[config.mk]
export PLATFORM = sky130hd
export DESIGN_NAME = cia_cycle_sequencer_flat
export DESIGN_NICKNAME = d
export VERILOG_FILES = /design/src/rtl/cia_if.sv /design/src/rtl/cia_cycle_sequencer.sv /design/src/flat_wrapper.sv
export SDC_FILE = /design/constraint.sdc
export NUM_CORES = 1
export LEC_CHECK = 0
export CORE_AREA = 2 2 39 41
export CTS_CLUSTER_DIAMETER = 80
export DETAILED_ROUTE_END_ITERATION = 8
export DIE_AREA = 0 0 41 43
export GPL_TIMING_DRIVEN = 0
export MAX_ROUTING_LAYER = met4
export PLACE_DENSITY = 0.8
export SLEW_MARGIN = 30
export SYNTH_ARGS = -nofsm -noshare
export SYNTH_HDL_FRONTEND = slang
export SYNTH_SLANG_ARGS = --single-unit
[constraint.sdc]
create_clock -name clk -period 2.8 [get_ports clk]
set_input_delay 0.42 -clock clk [delete_from_list [all_inputs] [get_ports clk]]
set_output_delay 0.42 -clock clk [all_outputs]
set_load 0.02 [all_outputs]
[src/rtl/cia_if.sv]
// cia_if: request/strobe bundle between address decode, the CIA sequencer and the CIA pins.
interface cia_if;
  logic       cia_space_i;
  logic       rnw_i;
  logic [1:0] a_i;
  logic       clkcia_i;
  logic       nciacs0_o;
  logic       nciacs1_o;
  logic       nciabufen_o;
  logic       cia_dlatch_o;
  logic       cia_done_o;
  logic       cia_tea_o;
  logic       cia_busy_o;
  modport slave (
    input  cia_space_i, rnw_i, a_i, clkcia_i,
    output nciacs0_o, nciacs1_o, nciabufen_o, cia_dlatch_o, cia_done_o, cia_tea_o, cia_busy_o
  );
  modport master (
    output cia_space_i, rnw_i, a_i, clkcia_i,
    input  nciacs0_o, nciacs1_o, nciabufen_o, cia_dlatch_o, cia_done_o, cia_tea_o, cia_busy_o
  );
endinterface

[src/rtl/cia_cycle_sequencer.sv]
// cia_cycle_sequencer: aligns 68040 CIA accesses to synchronized E-clock phases.
// Optional E-wait watchdog enabled by defining CIA_TIMEOUT_EN.
module cia_cycle_sequencer #(
  parameter int E_SYNC_STAGES = 2,
  parameter int TIMEOUT_CLKS  = 128
) (
  input logic  clk,
  input logic  rst,
  cia_if.slave bus
);
  typedef enum logic [2:0] {IDLE, SYNC, SETUP, STROBE, HOLD} state_t;
  state_t                   state_q, state_d;
  logic [E_SYNC_STAGES-1:0] sync_q;
  logic                     e_d_q, e_s, e_fall, e_rise;
  logic                     armed_q, armed_d, rnw_q, rnw_d, accept, sel, to_hit;
  logic [1:0]               a_q, a_d;
  logic                     cs0_q, cs1_q, buf_q, dl_q, done_q, tea_q, busy_q;
  logic                     cs0_d, cs1_d, buf_d, dl_d, done_d, tea_d, busy_d;
  assign e_s    = sync_q[E_SYNC_STAGES-1];
  assign e_fall = e_d_q & ~e_s;
  assign e_rise = ~e_d_q & e_s;
  assign accept = (state_q == IDLE) & bus.cia_space_i & armed_q;
`ifdef CIA_TIMEOUT_EN
  localparam int CW = $clog2(TIMEOUT_CLKS + 1);
  logic [CW-1:0] cnt_q, cnt_d;
  logic          waiting;
  assign waiting = (state_q == SYNC) | (state_q == SETUP) | (state_q == STROBE);
  assign to_hit  = waiting & (cnt_q == CW'(TIMEOUT_CLKS - 1));
  always_comb cnt_d = (state_d != state_q) ? '0 : waiting ? cnt_q + 1'b1 : cnt_q;
  always_ff @(posedge clk or posedge rst)
    if (rst) cnt_q <= '0;
    else     cnt_q <= cnt_d;
`else
  // no watchdog: a stopped E clock parks the sequencer until reset
  assign to_hit = TIMEOUT_CLKS < 0;
`endif
  always_comb begin
    state_d = state_q;
    case (state_q)
      IDLE:    state_d = accept ? SYNC : IDLE;
      SYNC:    state_d = !bus.cia_space_i ? IDLE : e_fall ? SETUP : SYNC;
      SETUP:   state_d = e_rise ? STROBE : SETUP;
      STROBE:  state_d = e_fall ? HOLD : STROBE;
      HOLD:    state_d = IDLE;
      default: state_d = IDLE;
    endcase
    if (to_hit) state_d = IDLE;
  end
  // outputs are registered from the next state so they change with the state itself
  always_comb begin
    a_d     = accept ? bus.a_i : a_q;
    rnw_d   = accept ? bus.rnw_i : rnw_q;
    sel     = (state_d == SETUP) | (state_d == STROBE) | (state_d == HOLD);
    cs0_d   = ~(sel & ~a_d[0]);
    cs1_d   = ~(sel & ~a_d[1]);
    buf_d   = ~sel;
    done_d  = state_d == HOLD;
    dl_d    = done_d & rnw_d;
    tea_d   = to_hit;
    busy_d  = state_d != IDLE;
    armed_d = ~bus.cia_space_i | (armed_q & ~(done_d | to_hit));
  end
  always_ff @(posedge clk or posedge rst)
    if (rst) begin
      sync_q  <= '0;
      e_d_q   <= 1'b0;
      state_q <= IDLE;
      armed_q <= 1'b1;
      a_q     <= 2'b11;
      rnw_q   <= 1'b0;
      cs0_q   <= 1'b1;
      cs1_q   <= 1'b1;
      buf_q   <= 1'b1;
      dl_q    <= 1'b0;
      done_q  <= 1'b0;
      tea_q   <= 1'b0;
      busy_q  <= 1'b0;
    end else begin
      sync_q  <= {sync_q[E_SYNC_STAGES-2:0], bus.clkcia_i};
      e_d_q   <= e_s;
      state_q <= state_d;
      armed_q <= armed_d;
      a_q     <= a_d;
      rnw_q   <= rnw_d;
      cs0_q   <= cs0_d;
      cs1_q   <= cs1_d;
      buf_q   <= buf_d;
      dl_q    <= dl_d;
      done_q  <= done_d;
      tea_q   <= tea_d;
      busy_q  <= busy_d;
    end
  assign bus.nciacs0_o    = cs0_q;
  assign bus.nciacs1_o    = cs1_q;
  assign bus.nciabufen_o  = buf_q;
  assign bus.cia_dlatch_o = dl_q;
  assign bus.cia_done_o   = done_q;
  assign bus.cia_tea_o    = tea_q;
  assign bus.cia_busy_o   = busy_q;
endmodule
[src/flat_wrapper.sv]
// flat-port wrapper written by rule: the top's interface ports become plain ports
module cia_cycle_sequencer_flat 
#(
  parameter int E_SYNC_STAGES = 2,
  parameter int TIMEOUT_CLKS  = 128
)
  (clk, rst, bus_cia_space_i, bus_rnw_i, bus_a_i, bus_clkcia_i, bus_nciacs0_o, bus_nciacs1_o, bus_nciabufen_o, bus_cia_dlatch_o, bus_cia_done_o, bus_cia_tea_o, bus_cia_busy_o);
  cia_if bus_i ();
  input logic clk;
  input logic rst;
  input wire logic [$bits(bus_i.cia_space_i)-1:0] bus_cia_space_i;
  input wire logic [$bits(bus_i.rnw_i)-1:0] bus_rnw_i;
  input wire logic [$bits(bus_i.a_i)-1:0] bus_a_i;
  input wire logic [$bits(bus_i.clkcia_i)-1:0] bus_clkcia_i;
  output wire logic [$bits(bus_i.nciacs0_o)-1:0] bus_nciacs0_o;
  output wire logic [$bits(bus_i.nciacs1_o)-1:0] bus_nciacs1_o;
  output wire logic [$bits(bus_i.nciabufen_o)-1:0] bus_nciabufen_o;
  output wire logic [$bits(bus_i.cia_dlatch_o)-1:0] bus_cia_dlatch_o;
  output wire logic [$bits(bus_i.cia_done_o)-1:0] bus_cia_done_o;
  output wire logic [$bits(bus_i.cia_tea_o)-1:0] bus_cia_tea_o;
  output wire logic [$bits(bus_i.cia_busy_o)-1:0] bus_cia_busy_o;
  assign bus_i.cia_space_i = bus_cia_space_i;
  assign bus_i.rnw_i = bus_rnw_i;
  assign bus_i.a_i = bus_a_i;
  assign bus_i.clkcia_i = bus_clkcia_i;
  assign bus_nciacs0_o = bus_i.nciacs0_o;
  assign bus_nciacs1_o = bus_i.nciacs1_o;
  assign bus_nciabufen_o = bus_i.nciabufen_o;
  assign bus_cia_dlatch_o = bus_i.cia_dlatch_o;
  assign bus_cia_done_o = bus_i.cia_done_o;
  assign bus_cia_tea_o = bus_i.cia_tea_o;
  assign bus_cia_busy_o = bus_i.cia_busy_o;
  cia_cycle_sequencer #(.E_SYNC_STAGES(E_SYNC_STAGES), .TIMEOUT_CLKS(TIMEOUT_CLKS)) u_core (.clk(clk), .rst(rst), .bus(bus_i));
endmodule
==> results of run 1 <==
==> Yosys cell counts <==
master / count
sky130_fd_sc_hd__dfrtp_1: 10
sky130_fd_sc_hd__and4b_2: 1
sky130_fd_sc_hd__nor3b_1: 1
sky130_fd_sc_hd__nand4bb_1: 1
sky130_fd_sc_hd__o21bai_1: 1
sky130_fd_sc_hd__nand3b_2: 1
sky130_fd_sc_hd__dfstp_2: 6
sky130_fd_sc_hd__o211ai_1: 2
sky130_fd_sc_hd__o21ba_2: 1
sky130_fd_sc_hd__a21boi_0: 2
sky130_fd_sc_hd__o31ai_1: 1
sky130_fd_sc_hd__a21oi_1: 1
sky130_fd_sc_hd__a21oi_2: 1
sky130_fd_sc_hd__conb_1: 1
sky130_fd_sc_hd__or3b_1: 1
sky130_fd_sc_hd__clkbuf_1: 1
sky130_fd_sc_hd__inv_1: 5
sky130_fd_sc_hd__nand2b_1: 1
sky130_fd_sc_hd__o21ai_0: 6
sky130_fd_sc_hd__o311ai_1: 1
sky130_fd_sc_hd__buf_4: 1
sky130_fd_sc_hd__and4bb_2: 1
sky130_fd_sc_hd__nand2_1: 2
sky130_fd_sc_hd__nand3b_1: 1
sky130_fd_sc_hd__nor3b_2: 1
==> power by group <==
group | internal (mW) | total, mW | leakage, nW | switching, mW
Clock | 0.0793 | 0.153 | 0.0210 | 0.0737
Sequential | 0.322 | 0.358 | 0.189 | 0.0367
Combinational | 0.121 | 0.248 | 0.143 | 0.126
==> cells in the final DEF, fill, tap and decap left out, drive strengths merged, types with 2 or more instances in the layout <==
master	synthesis	routed
a21oi	2	2
dfstp	6	6
a21boi	2	2
nor3b	2	2
nand2	2	2
inv	5	5
nand3b	2	2
dfrtp	10	10
clkbuf	1	5
clkdlybuf4s50	0	12
o211ai	2	2
o21ai	6	6
==> final cells by class <==
type	count	area, µm²
multi-input cells	28	208
flip-flops and latches	16	408
well taps	16	20.0
plain buffers	2	11.3
clock buffers	4	36.3
fillers	120	562
inverters	5	18.8
repair buffers	12	120
==> layer usage <==
metal	vias to the layer above	track usage, %
met2	12	23.1
met4	0	12.0
li1	209	-
met3	5	3.14
met1	208	18.2
met5	-	-
==> kinds of logic (layout without fill, tap and decap cells) <==
logic type,Yosys count,count (layout),share of synthesized area [%]
compound gates,16,16,16.7
other cells,1,1,0.581
simple gates,11,11,14.9
buf+inv,7,23,4.65
flops,16,16,63.2
==> metrics by stage <==
step	util (%)	setup WS (ns)	hold slack [ns]	total power [mW]	instances
CTS	59.4	0.973	0.367	0.764	83
finish	59.4	0.983	0.363	0.759	83
global route	59.4	0.916	0.379	0.813	83
floorplan	-	1.64	0.329	0.516	51
detailed placement	56.8	1.10	0.347	0.612	79
global placement	56.8	1.12	0.339	0.602	79
==> worst min-delay path by stage <==
stage | startpoint | slack, ns | endpoint | cells past startpoint
6_report | u_core.sync_q[0] | 0.36 | u_core.sync_q[1] | 0
5_1_grt | u_core.sync_q[0] | 0.38 | u_core.sync_q[1] | 0
4_1_cts | u_core.sync_q[0] | 0.37 | u_core.sync_q[1] | 0
3_5_place_dp | u_core.sync_q[0] | 0.35 | u_core.sync_q[1] | 0
3_3_place_gp | u_core.sync_q[0] | 0.34 | u_core.sync_q[1] | 0
2_1_floorplan | rst | 0.33 | u_core.bus.cia_busy_o | 1
==> worst reg2reg max path, stage by stage, from the launching register on <==
cell and delay (ns):
sky130_fd_sc_hd__dfstp_2 0.55, sky130_fd_sc_hd__and4bb_2 0.24, sky130_fd_sc_hd__nand2b_1 0.14, sky130_fd_sc_hd__o21ai_0 0.26
==> results, run 1 <==
- The largest area contributor in the netlist is sky130_fd_sc_hd__dfrtp_1.
- During placement, the flow inserted port buffers numbering 12.
- The number of flip-flops in the largest register is 3.
- The wire length on met1 is 449 µm.
- The tightest min-delay check is of the reg2reg type.
- Counting cells, the worst reg-to-reg path comes to 3.
- The synthesized instance count is 51.
- The number of buffer and inverter stages on the critical path is 1.
- Sequential cells were found to cover 63.2% of the synthesized design area.
- The detailed route wirelength on metal3 is 45 µm.
- The maximum number of pins on one net before global-route repair is 17.
- In this run the tightest slew margin relative to its limit is 62.5%.
- From left edge to right edge, the die measures 41 µm.
- The family with the most delay on the worst path is buffers and inverters.
- The highest achievable clock rate is 0.550 GHz.
- The first-pass iteration count of the detailed router is 6.
- The area growth from synthesis to layout is 27.3%.
- Traced cell by cell, the critical path runs through clkdlybuf4s50_1.
- The first global-routing pass estimated 1.77 mm of wire.
- The clock arrives with 0.00818 ns of skew.
- Setup violations remaining at the end of the flow were counted as 0.
- Detailed placement ended at an HPWL of 726 µm.
- The critical path starts at u_core.bus.nciacs0_o.
- Hold repair after CTS inserted 0 buffers.
- The clock edge transition at the registers on the reported setup and hold paths is 0.08 ns.
- The floorplan has 14 rows.
- Measured along the y axis, the die boundary spans 43 µm.
- The area share of the leading cell type in the synthesized netlist is 38.8%.
- The netlist area before placement is 646 µm².
- The flow ran to the end, and the final reports show no timing, DRC or antenna violations.
- The actual transition at the worst max-transition pin is 0.562 ns.
- The finished cells cover 822 µm².
- The vias after detailed routing is 434.
- The reported leakage power is 0.353 nW.
- The first routing iteration left 11 violations.
- The count of pins over their slew limit is 0.
- By area the synthesized netlist is led by sky130_fd_sc_hd__dfrtp_1, sky130_fd_sc_hd__dfstp_2, sky130_fd_sc_hd__o21ai_0.
- The region available for standard cell placement spans 1380 µm².
- The initial antenna violation count is 0.
- The number of cells upsized or downsized after cts is 0.
- 14 I/O pins were placed.
- The peak fanout along the critical path is 1.
- The worst setup path is of the reg2out kind.
- The met2 routed wirelength is 497 µm.
- For this configuration, the core starts out at a cell density of 46.7%.
- The setup TNS is 0 ns.
- The floorplan step defined a die boundary enclosing 1760 µm².
- The final critical path takes up 64.9% of the cycle.
- The post-CTS setup-driven buffer insertion count is 0.
- For this run, the post-layout net count is 75.
- The total CTS buffers is 3.
- The end point of the critical path is bus_nciacs0_o.
- The data arrival time of the critical path is 1.40 ns.
- The proportion of layout cells with a drive suffix above 1 is 25.4%.
- In this run the remaining antenna-violating nets after routing total 0.
- The repair_antennas step left the layout with diodes totalling 0.
- Across the VDD grid, the largest voltage drop is 406 µV.
- The cell area power density is 923 nW/µm².
- The H-tree depth reported by CTS is 1.
- The uppermost metal layer occupied by signal nets is met4.
- The number of endpoints with negative hold slack in the final report is 0.
- The clock net in this run drives a total of 16 sinks.
- The endpoint of the most critical register-to-register path is u_core.a_q[0].
- The instance area after placement is 786 µm².
- The worst stage delay on the critical path is 0.59 ns.
- The average via count per standard cell is 5.23.
- The insertion delay to the later sink of the worst-skew pair is 0.29 ns.
- The detail-routed net length per standard cell is 12.4 µm.
- The cell count along the critical path is 1.
- The type of origin of the critical path is a register.
- The tree is rooted in a sky130_fd_sc_hd__clkbuf_4.
- Across every metal layer, demand over resource in global routing totals 15.9%.
- The overflow left after global routing is 0.
- The clock passes through at most 2 buffers.
- For this design, the slowest cell found on the critical path is sky130_fd_sc_hd__clkdlybuf4s50_1.
- The register containing the most flip-flops in the final layout is u_core.state_q.
- The distinct cell type count after synthesis is 25.
- The via count of the first global-routing pass is 405.
- The register-to-register setup slack is 1.51 ns.
- The congestion estimate from routability-driven global placement came to 0.747.
- The number of nets handed over by synthesis was 58.
- A synthesized cell averages 12.7 µm².
- The worst setup path is captured at an output pin.
- Setup repair after global routing left no endpoint under its margin.
- After detailed routing, the number of remaining DRC violations is 0.
- The launch instance of the worst register-to-register path is u_core.armed_q.
- After detailed routing, the total wire length is 1.03 mm.
- Counting flops and latches in the post-synthesis netlist gives 16.
- The final period demand of the worst path is 1.82 ns.
- In the final layout, the registers with the most flip-flops are u_core.state_q (3), u_core.a_q (2), u_core.sync_q (2).
- The synthesis warning total is 0.
- STA puts the critical path data required time at 2.38 ns.
- The number of maximum-capacitance constraint violations is 0.
- The clock tree from TritonCTS is yes.
No activity file was read; power rests on OpenSTA's default activity.
==> inputs of run 2 (changes only) <==
--- a/config.mk
+++ b/config.mk
@@ -5,13 +5,12 @@
 export SDC_FILE = /design/constraint.sdc
 export NUM_CORES = 1
 export LEC_CHECK = 0
-export CORE_AREA = 2 2 39 41
+export CORE_UTILIZATION = 47
 export CTS_CLUSTER_DIAMETER = 80
 export DETAILED_ROUTE_END_ITERATION = 8
-export DIE_AREA = 0 0 41 43
 export GPL_TIMING_DRIVEN = 0
 export MAX_ROUTING_LAYER = met4
-export PLACE_DENSITY = 0.8
+export PLACE_DENSITY = 0.78
 export SLEW_MARGIN = 30
 export SYNTH_ARGS = -nofsm -noshare
 export SYNTH_HDL_FRONTEND = slang
==> constraint.sdc (replaced) <==
create_clock -name clk -period 1.8 [get_ports clk]
set_input_delay 0.27 -clock clk [delete_from_list [all_inputs] [get_ports clk]]
set_output_delay 0.27 -clock clk [all_outputs]
set_load 0.02 [all_outputs]
==> run 2 against run 1 <==
Effect of this change:
- global-route usage rose by 2.6 points
- combinational power rose by 56%
- final cell count fell by 3.6%
- utilization rose by 8.5 points
- setup slack got worse by 0.85 ns
- count of clock-buffer cells in the layout fell by 1
- highest routed layer unchanged
==> results, run 2 (synthesis results as in run 1) <==
- The run finished with clean final reports.
- In this run the register-to-register setup slack is 0.55 ns.
- The peak supply drop is 696 µV.
- In this run the remaining antenna-violating nets after routing total 0.
- The final standard cell count with taps included and fillers excluded is 80.
- Global routing consumed, over all layers together, 18.5% of the routing resources.
- The utilization after layout is 67.9%.
- The number of nets in the finished design is 75.
- The detail-routed net length per standard cell is 13.1 µm.
- The clock tree skew after final layout is 0.00394 ns.
- Power spread over the standard cell area amounts to 1400 nW/µm².
- Setup repair after global routing left no endpoint under its margin.
- The total power is 1.13 mW.
- Setup violations remaining at the end of the flow were counted as 0.
- The root buffer cell chosen for the clock tree is sky130_fd_sc_hd__clkbuf_4.
- Hold is met by 0.338 ns.
- The launching instance or port of the critical path is u_core.bus.nciabufen_o.
- The signal on the critical path passes through clkdlybuf4s50_1.
- Pin placement for this block handled 14 I/O pins.
- The library cell used most frequently in the layout, excluding fill and tap cells, is sky130_fd_sc_hd__clkdlybuf4s50_1.
- The number of buffer and inverter stages on the critical path is 1.
- The clock tree from TritonCTS is yes.
- The number of endpoints with negative hold slack in the final report was 0.
- Leaving out fill and tap cells, the most frequent cells in the layout are sky130_fd_sc_hd__clkdlybuf4s50_1, sky130_fd_sc_hd__dfrtp_1, sky130_fd_sc_hd__o21ai_0, sky130_fd_sc_hd__dfstp_2, sky130_fd_sc_hd__inv_1.
- The worst pin sits at a relative slew slack of 63.1%.
- Summed over all failing endpoints, the final setup total negative slack is 0 ns.
- The data arrival time of the critical path is 1.40 ns.
- Clock tree synthesis found a total of 16 sinks.
- The starting density of the core is 54.4%.
- The slowest library cell on the worst path is sky130_fd_sc_hd__clkdlybuf4s50_1.
- The type of the worst min-delay path is in2async.
- The number of cells on the worst reg-to-reg path is 3.
- In the final layout, the registers with the most flip-flops are u_core.state_q (3), u_core.a_q (2), u_core.sync_q (2).
- The placed cell count is 77.
- Gates resized during post-CTS repair numbered 0.
- The highest achievable clock rate is 0.600 GHz.
- After detailed routing, the total wire length is 1.05 mm.
- The longest clock path from root to sink contains 2 buffers.
- The first-pass iteration count of the detailed router is 1.
- The largest single stage delay on the critical path is 0.59 ns.
- The kind of end point of the critical path is an output pin.
- The height of the die is 39.1 µm.
- The worst path uses 92.6% of the clock period.
- The instance area after placement is 783 µm².
- The final antenna diode count is 0.
- The clock reaches the later pin of the worst-skew pair after 0.28 ns.
- After the first detailed-routing iteration, the DRC count stood at 0.
- The total CTS buffers is 3.
- The register containing the most flip-flops in the final layout is u_core.state_q.
- For the pin with the worst max-slew slack, the measured transition is 0.553 ns.
- Across all setup checks in the final design, the least slack found is 0.134 ns.
- Routability-driven placement finished with a final weighted congestion of 0.754.
- The number of setup buffers added after CTS is 0.
- With fillers left out, the area of the finished cells amounts to 806 µm².
- The area growth from synthesis to layout is 24.8%.
- For this design the static power due to leakage is 0.346 nW.
- The family with the most delay on the worst path is buffers and inverters.
- For this run the aggregate overflow at the end of global routing stands at 0.
- The H-tree depth reported by CTS is 1.
- The endpoint of the most critical register-to-register path is u_core.state_q[1].
- For this run, design rule violations remaining after detail routing come to 0.
- The die covers 1530 µm².
- The global-route wire length before repair is 1.72 mm.
- Along the worst path, the maximum fanout reaches 1.
- The core region area is 1190 µm².
- The average via count per standard cell is 5.45.
- The setup slack after placement is 0.265 ns.
- The data required time at the worst endpoint is 1.53 ns.
- The setup path with the least slack is of type reg2out.
- The initial antenna violation count was 0.
- The number of flip-flops in the largest register is 3.
- The hold buffer count at CTS is 0.
- The worst register-to-register path begins at u_core.sync_q[1].
- The clock edge transition at the registers on the reported setup and hold paths is 0.09 ns.
- The total of buffers placed on input and output ports is 12.
- The number of maximum-capacitance constraint violations is 0.
- STA classifies the critical path startpoint as a register.
- The proportion of layout cells with a drive suffix above 1 is 24.2%.
- The maximum number of pins on one net before global-route repair is 17.
- The via count of the first global-routing pass is 417.
- The overall die width is 39.1 µm.
- The count of pins over their slew limit is 0.
- For the finished layout, the period the worst path requires is 1.67 ns.
- The number of cell rows is 12.
- The vias after detailed routing is 436.
run 2: cell types whose count changed in the layout (fill, tap and decap cells not counted):
| cell | delta |
|---|---|
| sky130_fd_sc_hd__clkbuf_8 | -1 |
run 2: final cells by class:
cell class              instances  area [µm²]
inverters                       5        18.8
multi-input cells              28         208
repair buffers                 12         120
clock buffers                   3        22.5
fillers                       105         380
plain buffers                   2        11.3
flip-flops and latches         16         408
well taps                      14        17.5
run 2: report_power, final:
part           internal, mW  total, mW  switching (mW)
sequential            0.501      0.563          0.0621
clock                0.0776      0.180           0.102
combinational         0.189      0.387           0.198
total                 0.767       1.13           0.362
run 2: layer usage:
layer  up-vias  global-route usage (%)  share of wire (%)
met1       212                    19.5                 41
met5         -                       -                  0
met4         0                    12.9                1.8
met3         2                    3.47                4.0
met2        12                    30.8                 53
li1        210                       -                  -
run 2: worst max-delay path by stage:
stage	to	slack, ns	depth (start not counted)
floorplan	u_core.state_q[1]	0.64	3
global placement	u_core.bus.cia_busy_o	0.29	5
detailed placement	u_core.bus.cia_busy_o	0.26	5
CTS	bus_nciabufen_o	0.11	1
global route	bus_nciabufen_o	0.08	1
finish	bus_nciabufen_o	0.13	1
==> inputs of run 3 (changes only) <==
--- a/config.mk
+++ b/config.mk
@@ -5,12 +5,14 @@
 export SDC_FILE = /design/constraint.sdc
 export NUM_CORES = 1
 export LEC_CHECK = 0
-export CORE_UTILIZATION = 47
+export CORE_AREA = 2 2 39 41
 export CTS_CLUSTER_DIAMETER = 80
 export DETAILED_ROUTE_END_ITERATION = 8
+export DIE_AREA = 0 0 41 43
+export DONT_BUFFER_PORTS = 1
 export GPL_TIMING_DRIVEN = 0
 export MAX_ROUTING_LAYER = met4
-export PLACE_DENSITY = 0.78
+export PLACE_DENSITY = 0.66
 export SLEW_MARGIN = 30
 export SYNTH_ARGS = -nofsm -noshare
 export SYNTH_HDL_FRONTEND = slang
==> run 3 against run 2 <==
Effect of this change:
- clock power grew 8%
- die area up 16%
- final cell count shrank 8.8%
- cell area down 12%
- via count shrank 9.9%
- largest cell class unchanged
- largest power group unchanged
==> results, run 3 (synthesis results as in run 1) <==
- The count of pins over their slew limit is 0.
- The number of nets in the finished design is 65.
- The vias after detailed routing is 393.
- The number of antenna diodes in the final layout is 0.
- The area growth from synthesis to layout is 10.3%.
- The setup slack after placement is 0.574 ns.
- The path class of the tightest hold or removal check is in2reg.
- The initialized floorplan defines 14 standard-cell rows.
- The setup TNS is 0 ns.
- The area of the die is 1760 µm².
- Of the available clock period, the critical path in the final layout requires 69.0%.
- On the final layout, the worst clock skew is 0.00436 ns.
- The boundary pin count is 14.
- The number of gates resized after CTS was 0.
- The number of endpoints with negative hold slack in the final report is 0.
- The initial utilization of the core area, before any placement, comes to 46.7%.
- The total of endpoints with negative setup slack in the final report is 0.
- The register with the most flip-flops in the layout has 3 of them.
- The remaining number of nets flagged by the antenna check after routing is 0.
- The HPWL after detailed placement is 715 µm.
- The proportion of layout cells with a drive suffix above 1 is 28.1%.
- The cell family contributing the most delay on the critical path is simple AND/OR/NAND/NOR gates.
- The total power is 1.05 mW.
- Setup repair after global routing left no endpoint under its margin.
- Fill cells in the final layout number 127.
- The root buffer cell chosen for the clock tree is sky130_fd_sc_hd__clkbuf_4.
- The placed cell count is 67.
- At the end of the flow the core is filled with cells to 51.4%.
- The slowest stage of the critical path is the sky130_fd_sc_hd__dfrtp_1 cell.
- Counting the buffers created by CTS gives 3.
- Once placement finished, the instance area stood at 666 µm².
- In the final routed layout, each cell accounts on average for 14.1 µm.
- The final instance area is 712 µm².
- Entering global routing, the biggest net connects 17 pins.
- VDD sags by at most 530 µV.
- The most frequent standard cell in the layout excluding fill and tap cells is sky130_fd_sc_hd__dfrtp_1.
- The global-route usage over all layers is 16.6%.
- The first-pass iteration count of the detailed router is 3.
- The insertion delay to the later sink of the worst-skew pair is 0.28 ns.
- STA classifies the critical path endpoint as a register.
- For the pin with the worst max-slew slack, the measured transition is 0.583 ns.
- The flow ran to the end, and the final reports show no timing, DRC or antenna violations.
- Measured against its own limit, the worst slew margin works out to 61.1%.
- The critical path crosses 3 cells after its start point.
- Summed over all cells, the static leakage comes to 0.308 nW.
- The peak fanout along the critical path is 5.
- Across all hold checks on the routed design, the worst slack comes to 0.0485 ns.
- Post-CTS timing repair inserted 0 buffers for setup.
- In the routed layout, each cell is associated on average with a via count of 5.38.
- For the worst setup path, the data required time is 2.02 ns.
- CTS built an H-tree with a depth of 1.
- The longest clock path from root to sink contains 2 buffers.
- Across the run, the number of max-cap violations was 0.
- Following the worst setup path forward leads to its endpoint at u_core.state_q[1].
- The initial antenna violation count came to 0.
- The number of cells on the worst reg-to-reg path is 3.
- The overflow left after global routing is 0.
- The worst register-to-register path begins at u_core.sync_q[1].
- Traced cell by cell, the critical path runs through nand3b_2, or3b_1, a21oi_2.
- In the final layout, the registers with the most flip-flops are u_core.state_q (3), u_core.a_q (2), u_core.sync_q (2).
- For this run, the slowest stage of the critical path takes 0.42 ns.
- Power spread over the standard cell area amounts to 1470 nW/µm².
- The type of the setup path with the least slack is reg2reg.
- In this run the register-to-register setup slack is 0.56 ns.
- The final wirelength is 1.03 mm.
- The type of origin of the critical path is a register.
- At the end of routability-driven placement, the weighted congestion stood at 0.706.
- The global-route wire length before repair is 1.87 mm.
- The via count of the first global-routing pass came to 436.
- The final period demand of the worst path is 1.24 ns.
- In this run the standard cell core region covers 1380 µm².
- For this run, the top clock speed supported by timing is 0.806 GHz.
- The clock edge transition at the registers on the reported setup and hold paths is 0.09 ns.
- The clock tree from TritonCTS is yes.
- For this run, design rule violations remaining after detail routing come to 0.
- For the worst setup path, the data arrival time is 1.46 ns.
- The number of buffer and inverter stages on the critical path is 0.
- The register containing the most flip-flops in the final layout is u_core.state_q.
- The tree built by TritonCTS fans out to 16 sinks.
- The die is 41 µm wide.
- The final standard cell count with taps included and fillers excluded is 73.
- The detailed router finished its first iteration with 6 violations.
- The launching instance or port of the critical path is u_core.sync_q[1].
- The slack of the critical path is 0.559 ns.
- The hold buffer count at CTS is 1.
- The endpoint of the most critical register-to-register path is u_core.state_q[1].
- The height of the die is 43 µm.
- The total of buffers placed on input and output ports is 0.
- The top cell types in the final layout, fill and taps aside, are sky130_fd_sc_hd__dfrtp_1, sky130_fd_sc_hd__o21ai_0, sky130_fd_sc_hd__dfstp_2.
[run 3: cell types whose count changed in the layout (fill, tap and decap cells not counted), sizes merged]
cell	delta
clkdlybuf4s50	-12
dlygate4sd3	+2
clkbuf	+1
[run 3: final cells by class]
class | instances | area [µm²] | area share [%]
Sequential cell | 16 | 408 | 57.3
Multi-Input combinational cell | 28 | 208 | 29.2
Clock buffer | 4 | 26.3 | 3.69
Timing Repair Buffer | 2 | 20.0 | 2.81
Tap cell | 16 | 20.0 | 2.81
Inverter | 5 | 18.8 | 2.64
Buffer | 2 | 11.3 | 1.58
[run 3: how the worst min path moves through the flow]
stage               startpoint                    end  slack, ns  depth (start not counted)
6_report       bus_cia_space_i         u_core.armed_q       0.05                          1
5_1_grt        bus_cia_space_i         u_core.armed_q       0.06                          1
4_1_cts           bus_clkcia_i       u_core.sync_q[0]    0.00007                          0
3_5_place_dp               rst       u_core.sync_q[0]       0.26                          1
3_3_place_gp               rst       u_core.sync_q[1]       0.25                          1
2_1_floorplan              rst  u_core.bus.cia_busy_o       0.18                          1
[run 3: layer usage]
layer / vias to the layer above / share of wire [%] / track usage (%)
met4: 0 / 2.2 / 12.0
li1: 189 / - / -
met3: 4 / 3.6 / 3.14
met2: 10 / 48 / 23.8
met1: 190 / 46 / 19.8
met5: - / 0 / -
[run 3: power breakdown]
group | switching (mW) | internal [mW]
clock network | 0.108 | 0.0860
logic | 0.120 | 0.106
registers | 0.120 | 0.505
